$ cat config.mk
export PLATFORM = sky130hd
export DESIGN_NAME = bsg_host_endpoint
export DESIGN_NICKNAME = d
export VERILOG_FILES = /design/src/rtl/bsg_rocket_pkg.sv /design/src/rtl/bsg_host_resp_fifo.sv /design/src/rtl/bsg_host_endpoint.sv
export SDC_FILE = /design/constraint.sdc
export NUM_CORES = 1
export LEC_CHECK = 0
export ABC_AREA = 1
export CORE_AREA = 2 2 195 101
export DETAILED_ROUTE_END_ITERATION = 7
export DIE_AREA = 0 0 197 103
export PLACE_DENSITY = 0.73
export SYNTH_ARGS = -nofsm -noshare
export SYNTH_HDL_FRONTEND = slang
export SYNTH_SLANG_ARGS = --single-unit
$ cat constraint.sdc
create_clock -name clk_i -period 2.37 [get_ports clk_i]
set_input_delay 0.711 -clock clk_i [delete_from_list [all_inputs] [get_ports clk_i]]
set_output_delay 0.711 -clock clk_i [all_outputs]
set_load 0.005 [all_outputs]
$ cat src/rtl/bsg_rocket_pkg.sv
`default_nettype none
// bsg_host link packet type plus default sizing for the host-side endpoint.
package bsg_rocket_pkg;

  localparam int bsg_host_width_p = 48;

  typedef struct packed {
    logic [3:0]  op;
    logic [11:0] addr;
    logic [31:0] data;
  } bsg_host_t;

  localparam int bsg_host_endpoint_credits_gp = 4;
  localparam int bsg_host_endpoint_timeout_gp = 1024;

endpackage
`default_nettype wire

$ cat src/rtl/bsg_host_resp_fifo.sv
`default_nettype none
// Two-entry response buffer: valid/ready on the way in, valid/yumi on the way out.
module bsg_host_resp_fifo #(
  parameter int width_p = 8
) (
  input  logic               clk_i,
  input  logic               reset_n_i,
  input  logic               v_i,
  input  logic [width_p-1:0] data_i,
  output logic               ready_o,
  output logic               v_o,
  output logic [width_p-1:0] data_o,
  input  logic               yumi_i
);

  logic [width_p-1:0] mem [2];
  logic               wr_ptr;
  logic               rd_ptr;
  logic [1:0]         count;
  logic [1:0]         count_next;
  logic               ready;
  logic               enq;
  logic               deq;

  assign enq = v_i & ready;
  assign deq = yumi_i & (count != 2'd0);

  always_comb begin
    count_next = count;
    if (enq & ~deq)
      count_next = count + 2'd1;
    else if (deq & ~enq)
      count_next = count - 2'd1;
  end

  // Ready is registered from the next occupancy so the link never sees a comb path.
  always_ff @(posedge clk_i or negedge reset_n_i) begin
    if (!reset_n_i) begin
      for (int i = 0; i < 2; i++)
        mem[i] <= '0;
      wr_ptr <= 1'b0;
      rd_ptr <= 1'b0;
      count  <= 2'd0;
      ready  <= 1'b0;
    end else begin
      if (enq) begin
        mem[wr_ptr] <= data_i;
        wr_ptr      <= ~wr_ptr;
      end
      if (deq)
        rd_ptr <= ~rd_ptr;
      count <= count_next;
      ready <= (count_next != 2'd2);
    end
  end

  assign ready_o = ready;
  assign v_o     = (count != 2'd0);
  assign data_o  = mem[rd_ptr];

endmodule
`default_nettype wire

$ cat src/rtl/bsg_host_endpoint.sv
`default_nettype none
// Host-side bsg_host endpoint: credit-limited request register toward the bridge,
// buffered response return, outstanding tracking, error and timeout flags.
module bsg_host_endpoint
  import bsg_rocket_pkg::*;
#(
  parameter int credits_p = bsg_host_endpoint_credits_gp,
  parameter int timeout_p = bsg_host_endpoint_timeout_gp
) (
  input  logic      clk_i,
  input  logic      reset_n_i,
  input  logic      cmd_v_i,
  input  bsg_host_t cmd_data_i,
  output logic      cmd_ready_o,
  output logic      host_valid_o,
  output bsg_host_t host_data_o,
  input  logic      host_ready_i,
  input  logic      host_valid_i,
  input  bsg_host_t host_data_i,
  output logic      host_ready_o,
  output logic      resp_v_o,
  output bsg_host_t resp_data_o,
  input  logic      resp_yumi_i,
  output logic [3:0] outstanding_o,
  output logic      error_o,
  output logic      timeout_o,
  input  logic      clear_i
);

  localparam int timer_width = $clog2(timeout_p + 1);
  localparam logic [3:0]             credit_limit  = 4'(credits_p);
  localparam logic [timer_width-1:0] timeout_limit = timer_width'(timeout_p);

  logic                   out_v;
  bsg_host_t              out_data;
  logic [3:0]             outstanding;
  logic [timer_width-1:0] timer;
  logic                   error_flag;
  logic                   timeout_flag;

  logic cmd_ready;
  logic cmd_accept;
  logic has_outstanding;
  logic resp_hs;
  logic resp_enq;
  logic resp_drop;
  logic fifo_ready;

  assign cmd_ready       = reset_n_i & (~out_v | host_ready_i) & (outstanding < credit_limit);
  assign cmd_accept      = cmd_v_i & cmd_ready;
  assign has_outstanding = (outstanding != 4'd0);
  assign resp_hs         = host_valid_i & fifo_ready;
  assign resp_enq        = resp_hs & has_outstanding;
  assign resp_drop       = resp_hs & ~has_outstanding;

  always_ff @(posedge clk_i or negedge reset_n_i) begin
    if (!reset_n_i) begin
      out_v    <= 1'b0;
      out_data <= '0;
    end else if (cmd_accept) begin
      out_v    <= 1'b1;
      out_data <= cmd_data_i;
    end else if (host_ready_i & out_v) begin
      out_v    <= 1'b0;
    end
  end

  always_ff @(posedge clk_i or negedge reset_n_i) begin
    if (!reset_n_i) begin
      outstanding <= 4'd0;
    end else begin
      case ({cmd_accept, resp_enq})
        2'b10:   outstanding <= outstanding + 4'd1;
        2'b01:   outstanding <= outstanding - 4'd1;
        default: outstanding <= outstanding;
      endcase
    end
  end

  // Timer only runs while something is in flight and the link stays quiet.
  always_ff @(posedge clk_i or negedge reset_n_i) begin
    if (!reset_n_i) begin
      timer        <= '0;
      timeout_flag <= 1'b0;
      error_flag   <= 1'b0;
    end else begin
      if (!has_outstanding || resp_hs)
        timer <= '0;
      else if (timer != timeout_limit)
        timer <= timer + 1'b1;
      timeout_flag <= (timer == timeout_limit) | (timeout_flag & ~clear_i);
      error_flag   <= resp_drop | (error_flag & ~clear_i);
    end
  end

  bsg_host_resp_fifo #(
    .width_p ($bits(bsg_host_t))
  ) resp_fifo (
    .clk_i     (clk_i),
    .reset_n_i (reset_n_i),
    .v_i       (host_valid_i & has_outstanding),
    .data_i    (host_data_i),
    .ready_o   (fifo_ready),
    .v_o       (resp_v_o),
    .data_o    (resp_data_o),
    .yumi_i    (resp_yumi_i)
  );

  assign cmd_ready_o   = cmd_ready;
  assign host_valid_o  = out_v;
  assign host_data_o   = out_data;
  assign host_ready_o  = fifo_ready;
  assign outstanding_o = outstanding;
  assign error_o       = error_flag;
  assign timeout_o     = timeout_flag;

endmodule
`default_nettype wire

* Word level (Yosys, flattened, before mapping)
Cells that the tools add are included.
** Word-level totals
- Bits of input ports :: 103
- Register bits :: 167
** Operators by class
- Add/sub/neg operators :: 5
- Bitwise logic cells :: 26
- Order comparisons :: 4
- Reductions and logical operators :: 8
- Mux-type cells :: 13
- Equality and inequality tests :: 5
** Operators by type and width (count)
- 2-to-1 mux 48 bit :: 4
- bitwise mux 96 bit :: 1
- demux 48 bit (select 1 bit) :: 1
- 2-to-1 mux 11 bit :: 2
- bitwise AND 1 bit :: 14
- adder 11 x 1 -> 11 bit (second input constant) :: 1
- == test 11 bit (second input constant) :: 1
- inequality test 11 bit (second input constant) :: 1
- case mux 4 bit (2 select lines) :: 1
- nonzero test 2 bit :: 4
- inverter 1 bit :: 7
- adder 4 x 1 -> 4 bit (second input constant) :: 1
- >= comparator 2 bit (second input constant) :: 2
- < comparator 4 x 3 -> 1 bit (second input constant) :: 1
- 2-to-1 mux 2 bit :: 2
- inverter 1 -> 2 bit :: 2
- nonzero test 4 bit :: 1
- subtractor 4 x 1 -> 4 bit (second input constant) :: 1
- OR 1 bit :: 3
- adder 2 x 1 -> 2 bit (second input constant) :: 1
- == test 2 x 1 -> 1 bit (second input constant) :: 1
- == test 2 bit (second input constant) :: 1
- < comparator 2 x 1 -> 1 bit (second input constant) :: 1
- 2-to-1 mux 1 bit :: 2
- other kinds (5) :: 5

* Logic depth before layout (Yosys ltp)
Gate-level depths: netlist of the first run.
- Depth in word-level cells :: 8
- Depth in mapped cells :: 14
- Depth with buffers taken out :: 13

* Modules after synthesis
Synthesis of the first run repeated with hierarchy kept, for this count alone.
** Unflattened totals
- Cell total of the unflattened synthesis :: 884
- Area, all modules :: 7318.3 sq um
** Modules (own cells, without submodules)
- bsg_host_resp_fifo :: cells each 543, instances 1, area an instance 4385.5 sq um
- bsg_host_endpoint :: cells each 341, instances 1, area an instance 2932.8 sq um

* Least setup slack after synthesis of the first run
No wires, ideal clock.
- Kind :: input-to-reg
- Start :: in host_ready_i
- End :: reg outstanding[2], in the netlist outstanding_o[2]
- Stages on the path :: 12
- Path slack :: -0.089 ns
- Arrival time :: 2.377 ns
- Setup time :: 0.082 ns
- Buffers on the path :: 1
- Cells stage by stage :: o21ai_1 > nor3_2 > nand2_1 > buf_2 > ha_1 > nand2_1 > inv_1 > nor2_1 > ha_1 > a21oi_1 > or2_2 > a31oi_1
** Between the ends
- Cells in the longest elaborated chain, start to end :: 6
- Elaborated cells between the ends (all ways) :: 8
- Those cells by class :: eq/ne (2); mux (1); bitwise (4); reduce/logical (1)
** RTL lines
- start: declaration :: RTL line bsg_host_endpoint.sv:17 : input logic host_ready_i,
- OR 1 bit (*) :: RTL line bsg_host_endpoint.sv:49 : assign cmd_ready = reset_n_i & (~out_v | host_ready_i) & (outstanding < credit_limit);
- bitwise AND 1 bit (*) (2 in series) :: RTL line bsg_host_endpoint.sv:49
- bitwise AND 1 bit (*) :: RTL line bsg_host_endpoint.sv:50 : assign cmd_accept = cmd_v_i & cmd_ready;
- == test 2 x 1 -> 1 bit / == test 2 bit (equally long branches) :: RTL line bsg_host_endpoint.sv:72 : case ({cmd_accept, resp_enq})
- case mux 4 bit (2 select lines) / nonzero test 2 bit (equally long branches)
- end signal: assignment :: RTL line bsg_host_endpoint.sv:73 : 2'b10: outstanding <= outstanding + 4'd1;
- end signal: assignment :: RTL line bsg_host_endpoint.sv:74 : 2'b01: outstanding <= outstanding - 4'd1;
- end signal: assignment :: RTL line bsg_host_endpoint.sv:75 : default: outstanding <= outstanding;
- end: declaration :: RTL line bsg_host_endpoint.sv:36 : logic [3:0] outstanding;
Mark *: on every way between the ends. The rest lies on a longest branch, timed or not.
A chain may end at the register's enable or synchronous reset.

==> impl_metrics.py, run 1 <==
metrics = {
    "layout": {
        "mostFrequentLayoutCells": "327 x nand2_1, 166 x dfrtp_1, 157 x clkdlybuf4s50_1",
        "finalNetCount": 1207,
        "layout_commonest_cell": "nand2_1",
        "area_growth_pct": 43.5,
        "drive_above_1_share": 0.110,
        "fin_area_um2": 10500,
        "fillers": 1702,
        "diodes": 0,
    },
    "pwr": {
        "power_density_nw_per_um2": 1300,
        "power_leakage_nw": 5.24,
        "power_switching_mw": 4.90,
        "p_seq_frac": 0.345,
        "power_frac_clock": 0.216,
        "irDropWorstVdd_uv": 556,
        "netSwitchingFraction": 0.357,
        "pwr-share-comb": 0.440,
        "p_int_mw": 8.83,
        "totalPowerFinal_mw": 13.7,
    },
    "global_route": {
        "grt_pass1_vias": 6077,
        "grt_start_max_net_pins": 60,
        "grtUsageTotal": 0.200,
        "grt-ovfl-total": 0,
        "antenna_found_initial": 0,
        "grt_pass1_wl_um": 31500,
    },
    "routing": {
        "wl_per_cell_um": 14.9,
        "ant_nets": 0,
        "num_vias": 6588,
        "drt_iter0_drc": 352,
        "drtPass1Iterations": 5,
        "wirelength_um": 20200,
        "viasPerCell": 4.85,
        "drc_errors": 0,
    },
    "logic_synthesis": {
        "synth_cells": 888,
        "ys_ff_latch": 167,
        "synth-edff-count": 0,
        "synth-seq-area-share": 0.569,
        "yosysUniqueCellTypes": 26,
        "synthArstFlopShare": 1.00,
        "yosysTopAreaCellShare": 0.569,
        "synth_fp_nets": 997,
        "synthesis.area_um2": 7340,
        "synth_area_per_cell_um2": 8.26,
        "yosysTopAreaCell": "dfrtp_1",
        "ys_warn_count": 0,
        "synth_top_flop_cell": "dfrtp_1",
        "synth_area_leaders": "dfrtp_1 57%, nand2_1 17%, o21ai_0 7.9%, nand3_1 3.9%, inv_1 3.9%",
    },
    "floorplanning": {
        "dieArea_um2": 20300,
        "fp.dieW_um": 197,
        "die_h_um": 103,
        "core_um2": 18800,
        "io_pins": 209,
        "rows": 36,
        "initial_core_util": 0.390,
    },
    "setup_path": {
        "cp.arrival_ns": 1.72,
        "cp-start-kind": "flop",
        "cp_max_fo": 12,
        "end_kind": "output port",
        "crit_required_ns": 1.66,
        "worstSetupPathType": "reg2out",
        "ff2ff_setup_slack_ns": 0.33,
        "reg2reg_depth": 12,
    },
    "outcome": {
        "violations": "setup timing",
        "status": "finished with violations",
    },
    "clocking": {
        "htreeDepth": 4,
        "holdBufCountCts": 0,
        "numCtsBuffers": 17,
        "tritoncts": "done",
        "root_buffer": "clkbuf_16",
        "clock_latency_ns": 0.42,
        "cts.sinks": 167,
        "cts.path.max_buffers": 2,
        "path_clk_slew_ns": 0.06,
    },
    "sta": {
        "finalCritPeriodShare": 1.03,
        "min_period_ns": 2.44,
        "rsz0062_at_grt": "yes",
        "maxSlewViolCount": 0,
        "holdWs_ns": 0.452,
        "worstMarginPinSlew_ns": 0.752,
        "fin_worst_skew_ns": 0.0115,
        "fmax_mhz": 411,
        "max_slew_margin": 0.498,
        "tns_ns": -0.350,
        "setup_viol": 11,
        "setup_ws_ns": -0.0654,
        "final_hold_viol_count": 0,
    },
    "run": {
        "maxCapViolations": 0,
    },
    "min_path": {
        "hold_class": "in2async",
    },
    "placement": {
        "gp_congestion": 0.849,
        "placed_area_um2": 9800,
        "dp_hpwl_um": 13600,
        "io_buffers": 208,
    },
}
## stage by stage
| step | utilization | worst slack (ns) | std cells |
|---|---|---|---|
| 6_report | 0.559 | -0.0654 | 1358 |
| 5_1_grt | 0.559 | -0.128 | 1358 |
| 4_1_cts | 0.553 | -0.205 | 1351 |
| 3_5_place_dp | 0.520 | -0.487 | 1319 |
| 3_3_place_gp | 0.520 | -0.493 | 1319 |
| 2_1_floorplan | - | 0.0110 | 888 |
## synth_stat cells, types with 2 or more instances
cell and number:
nand2_1 328, dfrtp_1 167, o21ai_0 116, inv_1 76, nand3_1 57, o21ai_1 36
clkbuf_1 32, nor2_1 20, buf_2 11, a21oi_1 8, ha_1 6, buf_4 5
nand4_1 5, nor3_1 4, buf_6 3, xnor2_1 3, inv_2 2
## worst max-delay path: stages, from the launching register on
cell and delay, ns:
dfrtp_2 0.48, buf_12 0.17, o21ai_1 0.14, clkdlybuf4s50_1 0.51
## cell type report
type,instances,area [um^2],area share
flip-flops and latches,167,4180,0.397
repair buffers,242,2390,0.227
multi-input cells,592,2730,0.259
well taps,247,309,0.0293
clock buffers,22,494,0.0469
clock inverters,10,143,0.0135
inverters,78,293,0.0278
## metal layers
layer | GRT usage | wire, um
met2 | 0.282 | 8240
met1 | 0.302 | 10400
met4 | 0.0468 | 138
met5 | 0 | 0
met3 | 0.0563 | 1420
## kinds of logic after synthesis
logic type      after synthesis  synth area share
simple gates                421             0.232
fa+ha+maj                     6            0.0102
compound gates              162             0.111
flops                       167             0.569
xor+xnor                      3           0.00358
buf+inv                     129            0.0735
## worst paths after layout
kind	startpoint	to
min	reset_n_i	host_data_o[8]
max in group asynchronous	reset_n_i	resp_fifo.rd_ptr
max	resp_fifo.rd_ptr	resp_data_o[38]
max reg2reg	outstanding_o[2]	outstanding_o[2]
min in group clk_i	host_data_o[23]	host_data_o[23]
min reg2reg	host_data_o[23]	host_data_o[23]
## registers in the layout, indices dropped and copies added (netlist names), 2 cells and up
signal and flops:
host_data_o 48, resp_fifo.mem 96, outstanding_o 4, timer 11, resp_fifo.count 2
## timing repair
item                       4_1_cts  5_1_grt
pin swaps                        1        1
resized for setup               70       89
buffers inserted                 0        4
cloned                           0        3
setup endpoints to repair       49       19
## power groups by stage
stage	sequential (mW)	combinational, mW	clock [mW]
after global routing	4.88	6.78	3.15
after detailed placement	4.77	6.02	0
after global placement	4.72	5.90	0
after CTS	4.73	5.86	3.02
final	4.73	6.04	2.96
after floorplan	4.68	2.77	0
Note: power is estimated with default switching activity, not from simulation.
==> run 2, diff against run 1 <==
--- a/config.mk
+++ b/config.mk
@@ -12,4 +12,5 @@
 export PLACE_DENSITY = 0.73
 export SYNTH_ARGS = -nofsm -noshare
 export SYNTH_HDL_FRONTEND = slang
+export SYNTH_HIERARCHICAL = 1
 export SYNTH_SLANG_ARGS = --single-unit
==> impl_metrics.py, run 2 <==
metrics = {
    "outcome": {
        "status": "completed",
    },
    "pwr": {
        "power_leakage_nw": 5.32,
        "power_density_nw_per_um2": 1280,
        "irDropWorstVdd_uv": 644,
    },
    "logic_synthesis": {
        "synth-seq-area-share": 0.571,
        "synth_top_flop_cell": "dfrtp_1",
        "synth-edff-count": 0,
        "synth_cells": 884,
        "synthMuxAreaShare": 0,
        "ys_top_cells_by_count": "373 x nand2_1, 167 x dfrtp_1, 78 x inv_1, 69 x o21ai_0, 61 x nand3_1",
        "yosysUniqueCellTypes": 27,
        "ys_ff_latch": 167,
        "synthArstFlopShare": 1.00,
        "synth_compound_area_frac": 0.0814,
        "synth_top_family_by_area": "simple AND/OR/NAND/NOR gates",
        "yosysTopAreaCellShare": 0.571,
        "synthAdderAreaFrac": 0.0103,
        "synth.most_common_cell": "nand2_1",
        "synth_area_per_cell_um2": 8.28,
        "synthesis.area_um2": 7320,
        "synth_xor_area_frac": 0.00718,
        "yosysTopAreaCell": "dfrtp_1",
        "synth_area_leaders": "dfrtp_1 57%, nand2_1 19%, o21ai_0 4.7%, nand3_1 4.2%, inv_1 4.0%",
        "synth_fp_nets": 993,
        "synthSimpleGateAreaFrac": 0.254,
        "ys_warn_count": 6,
    },
    "sta": {
        "maxSlewViolCount": 0,
        "final_hold_viol_count": 0,
        "fmax_mhz": 428,
        "setup_ws_ns": 0.0329,
        "max_slew_margin": 0.289,
        "rsz0062_at_grt": "yes",
        "min_period_ns": 2.34,
        "fin_worst_skew_ns": 0.00500,
        "finalCritPeriodShare": 0.986,
        "setup_viol": 0,
        "worstMarginPinSlew_ns": 1.07,
    },
    "routing": {
        "drtPass1Iterations": 5,
        "wirelength_um": 19700,
        "wl_per_cell_um": 14.6,
        "wl_met3_um": 1540,
        "num_vias": 6385,
        "routed.top_layer": "met4",
        "met2_length_um": 7990,
        "drt_iter0_drc": 444,
        "ant_nets": 0,
        "drc_errors": 0,
        "met1_length_um": 10000,
        "viasPerCell": 4.71,
    },
    "setup_path": {
        "worst_path_most_repeated_cell": "nand2_1",
        "crit_required_ns": 1.66,
        "cp_max_fo": 9,
        "path_cells": "clkinv_4, buf_12, buf_6, nand2_1, nand2_1, dlygate4sd2_1",
        "cp-start-kind": "flop",
        "cp_slowest_cell": "dfrtp_2",
        "crit_path_max_incr_delay_ns": 0.42,
        "end_kind": "output port",
        "ff2ff_setup_slack_ns": 0.31,
        "cp.arrival_ns": 1.63,
        "worstSetupPathType": "reg2out",
    },
    "layout": {
        "regMostFlops": "resp_fifo/mem",
        "seq_area_um2": 4180,
        "fillers": 1769,
        "area_growth_pct": 41.1,
        "mostFrequentLayoutCells": "367 x nand2_1, 166 x dfrtp_1, 156 x clkdlybuf4s50_1",
        "diodes": 0,
        "largest_reg_flops": 96,
        "multi_input_area_um2": 2600,
        "finalNetCount": 1204,
        "drive_above_1_share": 0.0830,
        "final_core_util": 0.548,
        "layout_commonest_cell": "nand2_1",
    },
    "floorplanning": {
        "rows": 36,
        "die_h_um": 103,
        "core_um2": 18800,
        "initial_core_util": 0.389,
        "dieArea_um2": 20300,
        "io_pins": 209,
        "fp.dieW_um": 197,
    },
    "min_path": {
        "hold_class": "in2async",
    },
    "global_route": {
        "antenna_found_initial": 0,
        "grt_pass1_vias": 6114,
        "grt_start_max_net_pins": 168,
        "grtUsageTotal": 0.201,
        "grt_pass1_wl_um": 31600,
        "grt-ovfl-total": 0,
    },
    "placement": {
        "post-place-ws_ns": -0.241,
        "gp_congestion": 0.840,
        "io_buffers": 208,
        "dp_hpwl_um": 13100,
    },
    "clocking": {
        "holdBufCountCts": 0,
        "cts.sinks": 167,
        "path_clk_slew_ns": 0.07,
        "cts.path.max_buffers": 2,
        "numCtsBuffers": 17,
        "tritoncts": "done",
        "root_buffer": "clkbuf_16",
        "clock_latency_ns": 0.42,
        "htreeDepth": 4,
    },
    "run": {
        "maxCapViolations": 0,
    },
}
run 2: path summary, 6_finish.rpt:
check | from | end | cells past startpoint
max | resp_fifo/rd_ptr | resp_data_o[44] | 6
min in group clk_i | host_data_o[25] | host_data_o[25] | 2
max in group asynchronous | reset_n_i | resp_fifo/rd_ptr | 2
min | reset_n_i | host_data_o[41] | 2
min reg2reg | host_data_o[25] | host_data_o[25] | 2
max reg2reg | outstanding_o[2] | outstanding_o[2] | 12
run 2: layer usage:
metal	global-route usage	vias to the layer above
li1	-	3178
met1	0.294	2992
met2	0.288	197
met3	0.0622	18
met4	0.0509	0
met5	0	-
run 2: final cells by class:
cell class	instances	share of cell area
flip-flops and latches	167	0.405
multi-input cells	592	0.252
repair buffers	238	0.231
clock buffers	17	0.0412
well taps	247	0.0299
inverters	79	0.0292
clock inverters	15	0.0115
run 2: timing repair:
| item | CTS | global route |
|---|---|---|
| endpoints found under the setup margin | 50 | 10 |
| resized for setup | 48 | 57 |
| pin swaps | 1 | 0 |
| gates cloned | 1 | 1 |
| setup buffers | 1 | 12 |
| endpoints found under the hold margin | 0 | 0 |
run 2: power breakdown:
group	internal, mW	switching (mW)
Sequential	4.12	0.738
Combinational	2.90	2.89
Clock	1.36	1.24
Total	8.38	4.86
run 2: logic make-up after synthesis:
family | Yosys count
xor gates and xnor gates | 6
AOI/OAI and AO/OA | 116
and+or+nand+nor | 464
adders and majority gates | 6
DFF | 167
buffers and inverters | 125
run 2: through the flow:
stage	instance area (um^2)	instances	TNS (ns)	hold slack, ns	power (mW)
global route	10300	1355	-0.114	0.492	14.3
floorplan	7320	884	0	0.415	7.53
CTS	10200	1342	-1.03	0.474	13.1
global placement	9650	1308	-0.544	0.455	10.6
detailed placement	9650	1308	-0.652	0.458	10.7
finish	10300	1355	0	0.299	13.2
run 2: critical path, delay by kind of cell, from the launching register on:
kind | cells | cell delay, ns
DFF | 1 | 0.42
and+or+nand+nor | 2 | 0.11
buffers and inverters | 4 | 0.68
==> run 3, diff against run 2 <==
--- a/config.mk
+++ b/config.mk
@@ -7,8 +7,10 @@
 export LEC_CHECK = 0
 export ABC_AREA = 1
 export CORE_AREA = 2 2 195 101
+export CTS_BUF_LIST = sky130_fd_sc_hd__clkbuf_16
 export DETAILED_ROUTE_END_ITERATION = 7
 export DIE_AREA = 0 0 197 103
+export GPL_TIMING_DRIVEN = 0
 export PLACE_DENSITY = 0.73
 export SYNTH_ARGS = -nofsm -noshare
 export SYNTH_HDL_FRONTEND = slang
==> impl_metrics.py, run 3 (synthesis gave the netlist of run 2 again) <==
metrics = {
    "routing": {
        "wirelength_um": 22000,
        "drc_errors": 0,
        "num_vias": 6732,
        "wl_per_cell_um": 15.9,
        "drtPass1Iterations": 5,
        "drt_iter0_drc": 584,
        "ant_nets": 0,
        "viasPerCell": 4.85,
    },
    "floorplanning": {
        "die_h_um": 103,
        "fp.dieW_um": 197,
        "io_pins": 209,
        "rows": 36,
        "core_um2": 18800,
        "dieArea_um2": 20300,
        "initial_core_util": 0.389,
    },
    "pwr": {
        "power_density_nw_per_um2": 1310,
        "irDropWorstVdd_uv": 518,
        "power_leakage_nw": 5.49,
    },
    "setup_path": {
        "end_kind": "output port",
        "ff2ff_setup_slack_ns": 0.23,
        "worst_path_most_repeated_cell": "nand2_1",
        "cp_max_fo": 7,
        "cp-start-kind": "flop",
        "crit_path_max_incr_delay_ns": 0.50,
        "cp_slowest_cell": "clkdlybuf4s50_1",
        "crit_required_ns": 1.66,
        "path_cells": "buf_8, clkbuf_16, nand2_1, nand2_1, clkdlybuf4s50_1",
        "r2r-start": "outstanding_o[3]",
        "r2r-end": "outstanding_o[2]",
        "cp.arrival_ns": 1.81,
        "reg2reg_depth": 12,
        "worstSetupPathType": "reg2out",
    },
    "placement": {
        "dp_cells": 1340,
        "placed_area_um2": 9740,
        "post-place-ws_ns": -1.12,
        "gp_congestion": 0.819,
        "dp_hpwl_um": 15500,
        "io_buffers": 208,
    },
    "global_route": {
        "grt_pass1_wl_um": 34800,
        "grt-ovfl-total": 0,
        "grt_pass1_vias": 6496,
        "grt_start_max_net_pins": 45,
        "antenna_found_initial": 0,
        "grtUsageTotal": 0.225,
    },
    "clocking": {
        "path_clk_slew_ns": 0.07,
        "cts.sinks": 167,
        "tritoncts": "done",
        "root_buffer": "clkbuf_16",
        "clock_latency_ns": 0.42,
        "numCtsBuffers": 17,
        "holdBufCountCts": 0,
        "htreeDepth": 4,
        "cts.path.max_buffers": 2,
    },
    "layout": {
        "finalNetCount": 1236,
        "mostFrequentLayoutCells": "364 x nand2_1, 173 x clkdlybuf4s50_1, 164 x dfrtp_1",
        "fin_area_um2": 10700,
        "layout_commonest_cell": "nand2_1",
        "fillers": 1716,
        "regMostFlops": "resp_fifo/mem",
        "area_growth_pct": 46.5,
        "finalNonFillerCells": 1387,
        "largest_reg_flops": 96,
        "drive_above_1_share": 0.106,
        "diodes": 0,
    },
    "sta": {
        "setup_ws_ns": -0.154,
        "fin_worst_skew_ns": 0.00773,
        "setup_viol": 18,
        "fmax_mhz": 396,
        "holdWs_ns": 0.133,
        "tns_ns": -2.13,
        "max_slew_margin": 0.628,
        "final_hold_viol_count": 0,
        "rsz0062_at_grt": "yes",
        "worstMarginPinSlew_ns": 0.558,
        "finalCritPeriodShare": 1.07,
        "maxSlewViolCount": 0,
        "min_period_ns": 2.52,
    },
    "min_path": {
        "hold_class": "in2async",
    },
    "run": {
        "maxCapViolations": 0,
    },
    "outcome": {
        "violations": "setup timing",
        "status": "finished with violations",
    },
}
==> run 3: final cells by class <==
class                      instances  area (um^2)  share of cell area
multi-input combinational        592         2640               0.246
buffer                            45          360              0.0336
clock buffer                      17          425              0.0397
sequential                       167         4180               0.390
clock inverter                    15          160              0.0149
timing repair buffer             225         2350               0.219
inverter                          79          299              0.0279
tap                              247          309              0.0288
==> run 3: worst max path at each step <==
stage | endpoint | slack [ns] | start
final | resp_data_o[2] | -0.15 | resp_fifo/rd_ptr
after global routing | resp_data_o[5] | -0.23 | resp_fifo/rd_ptr
after CTS | resp_data_o[31] | -0.20 | resp_fifo/rd_ptr
after detailed placement | outstanding_o[2] | -1.12 | reset_n_i
after global placement | cmd_ready_o | -6.78 | reset_n_i
after floorplan | outstanding_o[2] | 0.15 | host_ready_i
==> run 3: critical path: cells and delay by family, from the launching register on <==
kind / cells / cell delay [ns]
buffers and inverters: 3 / 0.84
DFF: 1 / 0.43
and+or+nand+nor: 2 / 0.12
==> run 3: stage by stage <==
stage	utilization	power, mW
finish	0.569	14.0
global route	0.569	15.1
CTS	0.564	13.9
floorplan	-	7.53
detailed placement	0.517	10.9
global placement	0.516	10.7
==> run 3: where the power goes <==
group,switching (mW),internal [mW]
Sequential,0.746,4.12
Combinational,3.15,3.24
Clock,1.28,1.50
==> run 3: layer usage <==
metal,vias up,global-route usage,part of all wire
li1,3255,-,-
met1,3202,0.342,0.50
met2,258,0.314,0.40
met3,17,0.0641,0.093
met4,0,0.0538,0.0076
met5,-,0,0
==> run 3: what timing repair did <==
item	CTS	global route
pin swaps	1	2
resized for setup	79	54
setup buffers	8	4
gates cloned	4	2
endpoints found under the setup margin	54	40
